$ cat src/rtl/adder_share_arb_if.sv
// Bundle between the adder arbiter and its clients: two requesters,
// the shared pipelined adder, and the response/status lines.
//   slave  : arbiter side (requests, adder sum in; grants, operands, responses out)
//   master : environment side (requesters plus adder)
interface adder_share_arb_if #(
    parameter int unsigned WIDTH = 32
);
    logic             add_hold;

    logic             req0_valid;
    logic             req0_ready;
    logic [WIDTH-1:0] req0_a;
    logic [WIDTH-1:0] req0_b;
    logic             req0_sub;
    logic             req0_cin;

    logic             req1_valid;
    logic             req1_ready;
    logic [WIDTH-1:0] req1_a;
    logic [WIDTH-1:0] req1_b;
    logic             req1_sub;
    logic             req1_cin;

    logic             add_valid;
    logic [WIDTH-1:0] add_a;
    logic [WIDTH-1:0] add_b;
    logic             add_cin;
    logic [WIDTH-1:0] add_sum;
    logic             add_cout;

    logic             rsp0_valid;
    logic             rsp1_valid;
    logic [WIDTH-1:0] rsp_sum;
    logic             rsp_cout;
    logic             busy;

    modport slave (
        input  add_hold,
        input  req0_valid, req0_a, req0_b, req0_sub, req0_cin,
        input  req1_valid, req1_a, req1_b, req1_sub, req1_cin,
        input  add_sum, add_cout,
        output req0_ready, req1_ready,
        output add_valid, add_a, add_b, add_cin,
        output rsp0_valid, rsp1_valid, rsp_sum, rsp_cout, busy
    );

    modport master (
        output add_hold,
        output req0_valid, req0_a, req0_b, req0_sub, req0_cin,
        output req1_valid, req1_a, req1_b, req1_sub, req1_cin,
        output add_sum, add_cout,
        input  req0_ready, req1_ready,
        input  add_valid, add_a, add_b, add_cin,
        input  rsp0_valid, rsp1_valid, rsp_sum, rsp_cout, busy
    );
endinterface

$ cat src/rtl/adder_share_arb.sv
// Round-robin arbiter sharing one pipelined adder between the integer ALU
// (requester 0) and the address generator (requester 1). Operands are muxed
// combinationally onto the adder; a tag pipe of ADD_LAT stages remembers who
// issued each operation so the result can be steered back.
// Ports:
//   clk  - clock
//   rst  - asynchronous active-high reset
//   bus  - adder_share_arb_if.slave: requests, adder operands/sum, responses, busy
module adder_share_arb #(
    parameter int unsigned WIDTH   = 32,
    parameter int unsigned ADD_LAT = 2,
    parameter int unsigned MAX_OUT = 2
) (
    input  logic               clk,
    input  logic               rst,
    adder_share_arb_if.slave   bus
);

    localparam int unsigned CNT_W = $clog2(MAX_OUT + 1);

    logic [ADD_LAT-1:0] r_tag_vld;
    logic [ADD_LAT-1:0] r_tag_id;
    logic [CNT_W-1:0]   r_cnt0;
    logic [CNT_W-1:0]   r_cnt1;
    logic               r_ptr;

    logic               w_elig0;
    logic               w_elig1;
    logic               w_gnt0;
    logic               w_gnt1;
    logic               w_issue;
    logic               w_rsp0;
    logic               w_rsp1;
    logic [WIDTH-1:0]   w_op_a;
    logic [WIDTH-1:0]   w_op_b;
    logic               w_op_sub;
    logic               w_op_cin;

    // Eligibility and grant; ready depends on valid in the same cycle.
    always_comb begin
        w_elig0 = ~rst & bus.req0_valid & (r_cnt0 < CNT_W'(MAX_OUT)) & ~bus.add_hold;
        w_elig1 = ~rst & bus.req1_valid & (r_cnt1 < CNT_W'(MAX_OUT)) & ~bus.add_hold;
        w_gnt0  = w_elig0 & (~w_elig1 | ~r_ptr);
        w_gnt1  = w_elig1 & (~w_elig0 |  r_ptr);
        w_issue = w_gnt0 | w_gnt1;
    end

    // Operand select; everything stays zero on a no-issue cycle.
    always_comb begin
        w_op_a   = '0;
        w_op_b   = '0;
        w_op_sub = 1'b0;
        w_op_cin = 1'b0;
        if (w_gnt0) begin
            w_op_a   = bus.req0_a;
            w_op_b   = bus.req0_b;
            w_op_sub = bus.req0_sub;
            w_op_cin = bus.req0_cin;
        end else if (w_gnt1) begin
            w_op_a   = bus.req1_a;
            w_op_b   = bus.req1_b;
            w_op_sub = bus.req1_sub;
            w_op_cin = bus.req1_cin;
        end
    end

    // Subtract is a + ~b + 1.
    assign bus.add_valid  = w_issue;
    assign bus.add_a      = w_op_a;
    assign bus.add_b      = w_op_sub ? ~w_op_b : w_op_b;
    assign bus.add_cin    = w_op_sub | w_op_cin;
    assign bus.req0_ready = w_gnt0;
    assign bus.req1_ready = w_gnt1;

    // Response steering from the last tag stage; suppressed while frozen.
    always_comb begin
        w_rsp0 = ~rst & ~bus.add_hold & r_tag_vld[ADD_LAT-1] & ~r_tag_id[ADD_LAT-1];
        w_rsp1 = ~rst & ~bus.add_hold & r_tag_vld[ADD_LAT-1] &  r_tag_id[ADD_LAT-1];
    end

    assign bus.rsp0_valid = w_rsp0;
    assign bus.rsp1_valid = w_rsp1;
    assign bus.rsp_sum    = rst ? '0 : bus.add_sum;
    assign bus.rsp_cout   = ~rst & bus.add_cout;
    assign bus.busy       = |r_tag_vld;

    // Tag pipe, outstanding counters and round-robin pointer.
    always_ff @(posedge clk or posedge rst) begin
        if (rst) begin
            r_tag_vld <= '0;
            r_tag_id  <= '0;
            r_cnt0    <= '0;
            r_cnt1    <= '0;
            r_ptr     <= 1'b0;
        end else if (!bus.add_hold) begin
            r_tag_vld[0] <= w_issue;
            r_tag_id[0]  <= w_gnt1;
            for (int i = 1; i < int'(ADD_LAT); i++) begin
                r_tag_vld[i] <= r_tag_vld[i-1];
                r_tag_id[i]  <= r_tag_id[i-1];
            end
            r_cnt0 <= r_cnt0 + CNT_W'(w_gnt0) - CNT_W'(w_rsp0);
            r_cnt1 <= r_cnt1 + CNT_W'(w_gnt1) - CNT_W'(w_rsp1);
            // Pointer moves to the loser of this issue.
            if (w_issue) begin
                r_ptr <= w_gnt0;
            end
        end
    end

    // Counters must stay within 0..MAX_OUT.
    a_cnt0_ovf: assert property (@(posedge clk) disable iff (rst)
        !(w_gnt0 && !w_rsp0 && (r_cnt0 == CNT_W'(MAX_OUT))));
    a_cnt1_ovf: assert property (@(posedge clk) disable iff (rst)
        !(w_gnt1 && !w_rsp1 && (r_cnt1 == CNT_W'(MAX_OUT))));
    a_cnt0_udf: assert property (@(posedge clk) disable iff (rst)
        !(w_rsp0 && !w_gnt0 && (r_cnt0 == '0)));
    a_cnt1_udf: assert property (@(posedge clk) disable iff (rst)
        !(w_rsp1 && !w_gnt1 && (r_cnt1 == '0)));

endmodule
$ cat src/flat_wrapper.sv
// flat-port wrapper written by rule: the top's interface ports become plain ports
module adder_share_arb_flat 
#(
    parameter int unsigned WIDTH   = 32,
    parameter int unsigned ADD_LAT = 2,
    parameter int unsigned MAX_OUT = 2
)
  (clk, rst, bus_add_hold, bus_req0_valid, bus_req0_a, bus_req0_b, bus_req0_sub, bus_req0_cin, bus_req1_valid, bus_req1_a, bus_req1_b, bus_req1_sub, bus_req1_cin, bus_add_sum, bus_add_cout, bus_req0_ready, bus_req1_ready, bus_add_valid, bus_add_a, bus_add_b, bus_add_cin, bus_rsp0_valid, bus_rsp1_valid, bus_rsp_sum, bus_rsp_cout, bus_busy);
  adder_share_arb_if #(.WIDTH(WIDTH)) bus_i ();
  input  logic clk;
  input  logic rst;
  input wire logic [$bits(bus_i.add_hold)-1:0] bus_add_hold;
  input wire logic [$bits(bus_i.req0_valid)-1:0] bus_req0_valid;
  input wire logic [$bits(bus_i.req0_a)-1:0] bus_req0_a;
  input wire logic [$bits(bus_i.req0_b)-1:0] bus_req0_b;
  input wire logic [$bits(bus_i.req0_sub)-1:0] bus_req0_sub;
  input wire logic [$bits(bus_i.req0_cin)-1:0] bus_req0_cin;
  input wire logic [$bits(bus_i.req1_valid)-1:0] bus_req1_valid;
  input wire logic [$bits(bus_i.req1_a)-1:0] bus_req1_a;
  input wire logic [$bits(bus_i.req1_b)-1:0] bus_req1_b;
  input wire logic [$bits(bus_i.req1_sub)-1:0] bus_req1_sub;
  input wire logic [$bits(bus_i.req1_cin)-1:0] bus_req1_cin;
  input wire logic [$bits(bus_i.add_sum)-1:0] bus_add_sum;
  input wire logic [$bits(bus_i.add_cout)-1:0] bus_add_cout;
  output wire logic [$bits(bus_i.req0_ready)-1:0] bus_req0_ready;
  output wire logic [$bits(bus_i.req1_ready)-1:0] bus_req1_ready;
  output wire logic [$bits(bus_i.add_valid)-1:0] bus_add_valid;
  output wire logic [$bits(bus_i.add_a)-1:0] bus_add_a;
  output wire logic [$bits(bus_i.add_b)-1:0] bus_add_b;
  output wire logic [$bits(bus_i.add_cin)-1:0] bus_add_cin;
  output wire logic [$bits(bus_i.rsp0_valid)-1:0] bus_rsp0_valid;
  output wire logic [$bits(bus_i.rsp1_valid)-1:0] bus_rsp1_valid;
  output wire logic [$bits(bus_i.rsp_sum)-1:0] bus_rsp_sum;
  output wire logic [$bits(bus_i.rsp_cout)-1:0] bus_rsp_cout;
  output wire logic [$bits(bus_i.busy)-1:0] bus_busy;
  assign bus_i.add_hold = bus_add_hold;
  assign bus_i.req0_valid = bus_req0_valid;
  assign bus_i.req0_a = bus_req0_a;
  assign bus_i.req0_b = bus_req0_b;
  assign bus_i.req0_sub = bus_req0_sub;
  assign bus_i.req0_cin = bus_req0_cin;
  assign bus_i.req1_valid = bus_req1_valid;
  assign bus_i.req1_a = bus_req1_a;
  assign bus_i.req1_b = bus_req1_b;
  assign bus_i.req1_sub = bus_req1_sub;
  assign bus_i.req1_cin = bus_req1_cin;
  assign bus_i.add_sum = bus_add_sum;
  assign bus_i.add_cout = bus_add_cout;
  assign bus_req0_ready = bus_i.req0_ready;
  assign bus_req1_ready = bus_i.req1_ready;
  assign bus_add_valid = bus_i.add_valid;
  assign bus_add_a = bus_i.add_a;
  assign bus_add_b = bus_i.add_b;
  assign bus_add_cin = bus_i.add_cin;
  assign bus_rsp0_valid = bus_i.rsp0_valid;
  assign bus_rsp1_valid = bus_i.rsp1_valid;
  assign bus_rsp_sum = bus_i.rsp_sum;
  assign bus_rsp_cout = bus_i.rsp_cout;
  assign bus_busy = bus_i.busy;
  adder_share_arb #(.WIDTH(WIDTH), .ADD_LAT(ADD_LAT), .MAX_OUT(MAX_OUT)) u_core (.clk(clk), .rst(rst), .bus(bus_i));
endmodule
$ cat config.mk
export PLATFORM = sky130hd
export DESIGN_NAME = adder_share_arb_flat
export DESIGN_NICKNAME = d
export VERILOG_FILES = /design/src/rtl/adder_share_arb_if.sv /design/src/rtl/adder_share_arb.sv /design/src/flat_wrapper.sv
export SDC_FILE = /design/constraint.sdc
export NUM_CORES = 1
export LEC_CHECK = 0
export CORE_AREA = 3 3 104 106
export CTS_BUF_LIST = sky130_fd_sc_hd__clkbuf_4
export CTS_CLUSTER_DIAMETER = 200
export DETAILED_ROUTE_END_ITERATION = 10
export DIE_AREA = 0 0 107 109
export GPL_ROUTABILITY_DRIVEN = 0
export PLACE_DENSITY = 0.75
export SETUP_SLACK_MARGIN = 0.02
export SYNTH_ARGS = -nofsm -noshare
export SYNTH_HDL_FRONTEND = slang
export SYNTH_SLANG_ARGS = --single-unit
$ cat constraint.sdc
create_clock -name clk -period 3.15 [get_ports clk]
set_input_delay 0.63 -clock clk [delete_from_list [all_inputs] [get_ports clk]]
set_output_delay 0.63 -clock clk [all_outputs]
set_load 0.03 [all_outputs]
==> results.yml, run 1 <==
timing:
  setup_ws_ns: 0.166
  hold_viol_final: 0
  relSlewSlack: 0.744
  worst_pin_slew_ns: 0.383
  min_period_over_period: 0.947
  tns_ns: 0
  fmax_mhz: 335
  period_minus_slack_ns: 2.98
  setup_viol: 0
  fin_skew_ns: 0.00111
  slew_violations: 0
  rsz0062_at_grt: "no"
floorplan:
  initial_core_util: 0.173
  io_pins: 274
  die-area_um2: 11700
  die_w_um: 107
  num_rows: 36
  core_area_um2: 9860
  die_h_um: 109
route:
  drtIter0Drc: 88
  ant_nets: 0
  drc: 0
  post_drt_wl_per_cell_um: 16.9
  routed_wl_um: 10500
  viasPerCell: 4.48
  dr.pass1.iters: 4
  dr_total_vias: 2777
synth:
  yosys-top-cells-count: "35 x nor2b_1, 34 x xor2_1, 33 x a22oi_1, 32 x a22o_1"
  synth-compound-area-share: 0.346
  ys_top_cells_by_area: "xor2_1 17%, a22o_1 16%, a22oi_1 15%"
  synth_top_flop_cell: "dfrtp_1"
  synthAdderAreaFrac: 0.0220
  synth-edff-count: 0
  synth_top_family_by_area: "compound AO/OA/AOI/OAI gates"
  synth-simple-area-share: 0.211
  synth-seq-cells: 9
  synth-xor-area-share: 0.180
  yosys.area.top_type: "xor2_1"
  synth_nets: 380
  synth.most_common_cell: "nor2b_1"
  synthArstFlopShare: 1.00
  ys_types: 33
  postSynthCellCount: 207
  synth_mux_area_frac: 0.0264
  synth-seq-area-share: 0.132
  avgSynthCellArea_um2: 8.24
  yosys_warnings: 0
  netlist_area_um2: 1710
  synth_top_cell_area_share: 0.175
global_route:
  grt_pass1_vias: 2776
  antenna_found_initial: 0
  grt_use_total: 0.160
  grt_overflow: 0
  grt_pass1_wl_um: 14600
  grt_max_degree: 38
critical_path:
  crit_path_end_kind: "primary output"
  timing.reg2reg.setup_slack_ns: 0.48
  slowest_delay_ns: 0.48
  path_class: "input port to primary output"
  critPathSlowestCell: "clkdlybuf4s50_1"
  worst-path-buf-inv: 3
  cp_cell_sequence: "clkdlybuf4s50_1 -> nor3b_2 -> and3b_1 -> o21ai_4 -> buf_12 -> xor2_1 -> buf_4"
  required_ns: 2.52
  worst_setup_path_start_kind: "input port"
  crit_fanout: 33
  worstPathArrival_ns: 2.35
  path_delay_family: "buffers and inverters"
place:
  placed_cells: 610
  port_buffers: 273
  hpwl_um: 8800
  pre_cts_ws_ns: -0.0354
clock_network:
  cts-buffers-inserted: 3
  clock_latency_ns: 0.25
  tritoncts: "done"
  root_buffer: "clkbuf_4"
  path_clk_slew_ns: 0.06
  cts_buffer_depth: 2
  ctsHtreeMaxLevel: 1
  cts_num_sinks: 9
pwr:
  seqPwrFrac: 0.128
  switching_share: 0.457
  p_int_uw: 840
  clkPwrFrac: 0.062
  power_frac_comb: 0.811
  power_density_nw_per_um2: 327
  leakage_uw: 0.00202
  peakVddDrop_uv: 191
  p_sw_uw: 706
  total_power_uw: 1550
final_layout:
  antenna_cells: 0
  nets: 661
  drive_above_1_share: 0.294
  nFillCells: 950
  finalNonFillerCells: 620
  syn_to_final_growth_pct: 177
  final_util: 0.479
job:
  cap_violations: 0
outcome:
  outcome: "complete, no violations"
hold_path:
  hp-class: "register to register"
cells by family after synthesis:
group,count (synthesis)
AOI/OAI and AO/OA,73
and+or+nand+nor,56
xor gates and xnor gates,35
buffers and inverters,27
DFF,9
muxes,4
adders and majority gates,3
final timing paths:
check	startpoint	endpoint	cells past startpoint
setup / recovery	bus_req0_valid	bus_add_b[16]	7
hold / removal	u_core.r_tag_id[0]	u_core.r_tag_id[0]	1
setup reg to reg	u_core.r_cnt1[1]	u_core.r_cnt1[1]	10
hold reg to reg	u_core.r_tag_id[0]	u_core.r_tag_id[0]	1
max in group asynchronous	rst	u_core.r_cnt0[0]	4
min in group asynchronous	rst	u_core.r_cnt1[1]	4
stage by stage:
step	area, µm²	hold slack (ns)
after floorplan	1710	0.450
after global placement	4560	0.460
after detailed placement	4560	0.475
after CTS	4690	0.488
after global routing	4730	0.519
final	4730	0.487
metal layers:
layer  wire length (µm)  track usage
met2               5500        0.311
met5                  0            0
met1               3660        0.166
met3               1030       0.0403
met4                265       0.0594
power by group through the flow:
| stage | Sequential [µW] | Clock [µW] | Combinational, µW |
|---|---|---|---|
| 6_report | 197 | 95.1 | 1250 |
| 2_1_floorplan | 189 | 0 | 644 |
| 5_1_grt | 202 | 107 | 1320 |
| 3_3_place_gp | 196 | 0 | 1200 |
| 3_5_place_dp | 199 | 0 | 1220 |
| 4_1_cts | 197 | 101 | 1250 |
flip-flops by register name, indices dropped and copies added (netlist names):
name              cells
u_core.r_ptr          1
u_core.r_tag_vld      2
u_core.r_cnt0         2
u_core.r_tag_id       2
u_core.r_cnt1         2
placed cells by master, fill, tap and decap left out, types with 2 or more instances in the layout:
cell type / count
dlygate4sd2_1: 2
dfrtp_1: 9
a22oi_1: 33
o211ai_1: 2
buf_6: 5
ha_1: 3
buf_4: 106
nand2_1: 4
nor2_1: 4
clkbuf_4: 4
inv_1: 4
xor2_1: 34
buf_12: 15
clkdlybuf4s50_1: 167
mux2_2: 4
a21o_1: 2
a22o_1: 32
nor2b_1: 35
repair_timing:
action,in CTS,in global routing
pin swaps,3,1
resized for setup,8,1
hold buffers,0,0
setup endpoints to repair,10,28
gates cloned,2,1
buffers inserted,2,1
layout make-up:
class | instances | area, µm² | area share
Timing Repair Buffer | 299 | 2940 | 0.622
Multi-Input combinational cell | 171 | 1350 | 0.286
Sequential cell | 9 | 225 | 0.0476
Tap cell | 133 | 166 | 0.0352
Clock buffer | 4 | 30.0 | 0.00635
Inverter | 4 | 15.0 | 0.00318
Note: power is estimated with default switching activity, not from simulation.
==> inputs of run 2 (changes only) <==
--- a/config.mk
+++ b/config.mk
@@ -13,6 +13,7 @@
 export GPL_ROUTABILITY_DRIVEN = 0
 export PLACE_DENSITY = 0.75
 export SETUP_SLACK_MARGIN = 0.02
+export SKIP_CTS_REPAIR_TIMING = 1
 export SYNTH_ARGS = -nofsm -noshare
 export SYNTH_HDL_FRONTEND = slang
 export SYNTH_SLANG_ARGS = --single-unit
==> results.yml, run 2 (synthesis gave the netlist of run 1 again) <==
timing:
  rsz0062_at_grt: "yes"
  fmax_mhz: 323
  fin_skew_ns: 0.000952
  slew_violations: 0
  relSlewSlack: 0.739
  hold_viol_final: 0
  worst_pin_slew_ns: 0.391
  min_period_over_period: 0.982
  setup_viol: 0
  period_minus_slack_ns: 3.09
pwr:
  power_density_nw_per_um2: 326
  seqPwrFrac: 0.129
  peakVddDrop_uv: 192
  leakage_uw: 0.00203
  power_frac_comb: 0.810
  p_int_uw: 832
  total_power_uw: 1540
  clkPwrFrac: 0.060
  p_sw_uw: 705
  switching_share: 0.459
floorplan:
  io_pins: 274
  die-area_um2: 11700
  initial_core_util: 0.173
  die_h_um: 109
  core_area_um2: 9860
  die_w_um: 107
  num_rows: 36
route:
  dr.pass1.iters: 4
  routed_wl_um: 10400
  post_drt_wl_per_cell_um: 16.7
  dr_total_vias: 2786
  drtIter0Drc: 128
  viasPerCell: 4.48
  ant_nets: 0
  drc: 0
global_route:
  antenna_found_initial: 0
  grt_pass1_vias: 2738
  grt_use_total: 0.153
  grt_pass1_wl_um: 14000
  grt_max_degree: 49
  grt_overflow: 0
critical_path:
  worst_setup_path_start_kind: "input port"
  path_class: "input port to primary output"
  worstPathArrival_ns: 2.46
  crit_path_end_kind: "primary output"
  required_ns: 2.52
  crit_fanout: 12
hold_path:
  hp-class: "register to register"
clock_network:
  cts_buffer_depth: 2
  cts_num_sinks: 9
  clock_latency_ns: 0.25
  cts-buffers-inserted: 3
  root_buffer: "clkbuf_4"
  tritoncts: "done"
  path_clk_slew_ns: 0.06
  ctsHtreeMaxLevel: 1
final_layout:
  fin_area_um2: 4720
  mostFrequentLayoutCells: "168 x clkdlybuf4s50_1, 112 x buf_4, 35 x nor2b_1"
  final_common_cell: "clkdlybuf4s50_1"
  drive_above_1_share: 0.299
  nets: 663
  antenna_cells: 0
  syn_to_final_growth_pct: 177
  nFillCells: 956
place:
  hpwl_um: 8800
  placed_area_um2: 4560
  port_buffers: 273
outcome:
  outcome: "complete, no violations"
job:
  cap_violations: 0
-- run 2: changes by cell type in the layout (fill, tap and decap cells not counted) --
cell / change
a22oi_1: -1
a22oi_2: +1
buf_16: -1
buf_4: +6
buf_6: -4
buf_8: +1
bufbuf_16: -1
clkbuf_16: +1
clkdlybuf4s50_1: +1
dlygate4sd2_1: -2
dlymetal6s2s_1: +1
-- run 2: worst paths after layout --
check / end / slack (ns) / depth (start not counted) / start
setup / recovery: bus_add_b[31] / 0.06 / 8 / bus_req1_valid
hold reg to reg: u_core.r_tag_id[0] / 0.49 / 1 / u_core.r_tag_id[0]
max in group asynchronous: u_core.r_tag_id[1] / 2.10 / 4 / rst
min in group asynchronous: u_core.r_cnt1[1] / 0.80 / 4 / rst
setup reg to reg: u_core.r_cnt1[1] / 0.64 / 9 / u_core.r_cnt1[1]
hold / removal: u_core.r_tag_id[0] / 0.49 / 1 / u_core.r_tag_id[0]
-- run 2: power groups by stage --
stage | registers (µW) | clock network, µW | logic (µW)
global route | 202 | 104 | 1310
floorplan | 189 | 0 | 644
CTS | 197 | 101 | 1220
global placement | 196 | 0 | 1200
detailed placement | 199 | 0 | 1220
finish | 199 | 92.8 | 1240
-- run 2: final cells by class --
class                   count  area [µm²]  share of cell area
multi-input cells         171        1360               0.288
clock buffers               4        30.0             0.00637
repair buffers            301        2920               0.620
well taps                 133         166              0.0353
inverters                   4        15.0             0.00318
flip-flops and latches      9         225              0.0477
-- run 2: layer usage --
layer,share of wire,track usage
met1,0.35,0.157
met4,0.030,0.0621
met5,0,0
met2,0.52,0.293
met3,0.098,0.0403
-- run 2: metrics by stage --
| step | std cells | setup slack [ns] | hold WS [ns] | utilization | setup TNS [ns] |
|---|---|---|---|---|---|
| floorplan | 207 | 0.394 | 0.450 | - | 0 |
| global placement | 610 | -0.0380 | 0.460 | 0.462 | -0.0628 |
| detailed placement | 610 | -0.0354 | 0.475 | 0.462 | -0.0477 |
| CTS | 614 | -0.0353 | 0.488 | 0.465 | -0.0479 |
| global route | 622 | -0.00878 | 0.519 | 0.478 | -0.0117 |
| finish | 622 | 0.0565 | 0.486 | 0.478 | 0 |
-- run 2: critical path, cell delays in order --
cell             delay (ns)
clkdlybuf4s50_1        0.48
or4b_4                 0.49
nor2_4                 0.13
buf_12                 0.14
clkbuf_16              0.16
a22oi_1                0.07
xor2_1                 0.16
buf_4                  0.18
==> inputs of run 3 (changes only) <==
--- a/config.mk
+++ b/config.mk
@@ -7,7 +7,7 @@
 export LEC_CHECK = 0
 export CORE_AREA = 3 3 104 106
 export CTS_BUF_LIST = sky130_fd_sc_hd__clkbuf_4
-export CTS_CLUSTER_DIAMETER = 200
+export CTS_CLUSTER_DIAMETER = 50
 export DETAILED_ROUTE_END_ITERATION = 10
 export DIE_AREA = 0 0 107 109
 export GPL_ROUTABILITY_DRIVEN = 0
==> results of run 3 <==
No change in the layout: final DEF, timing and power equal those of run 2.
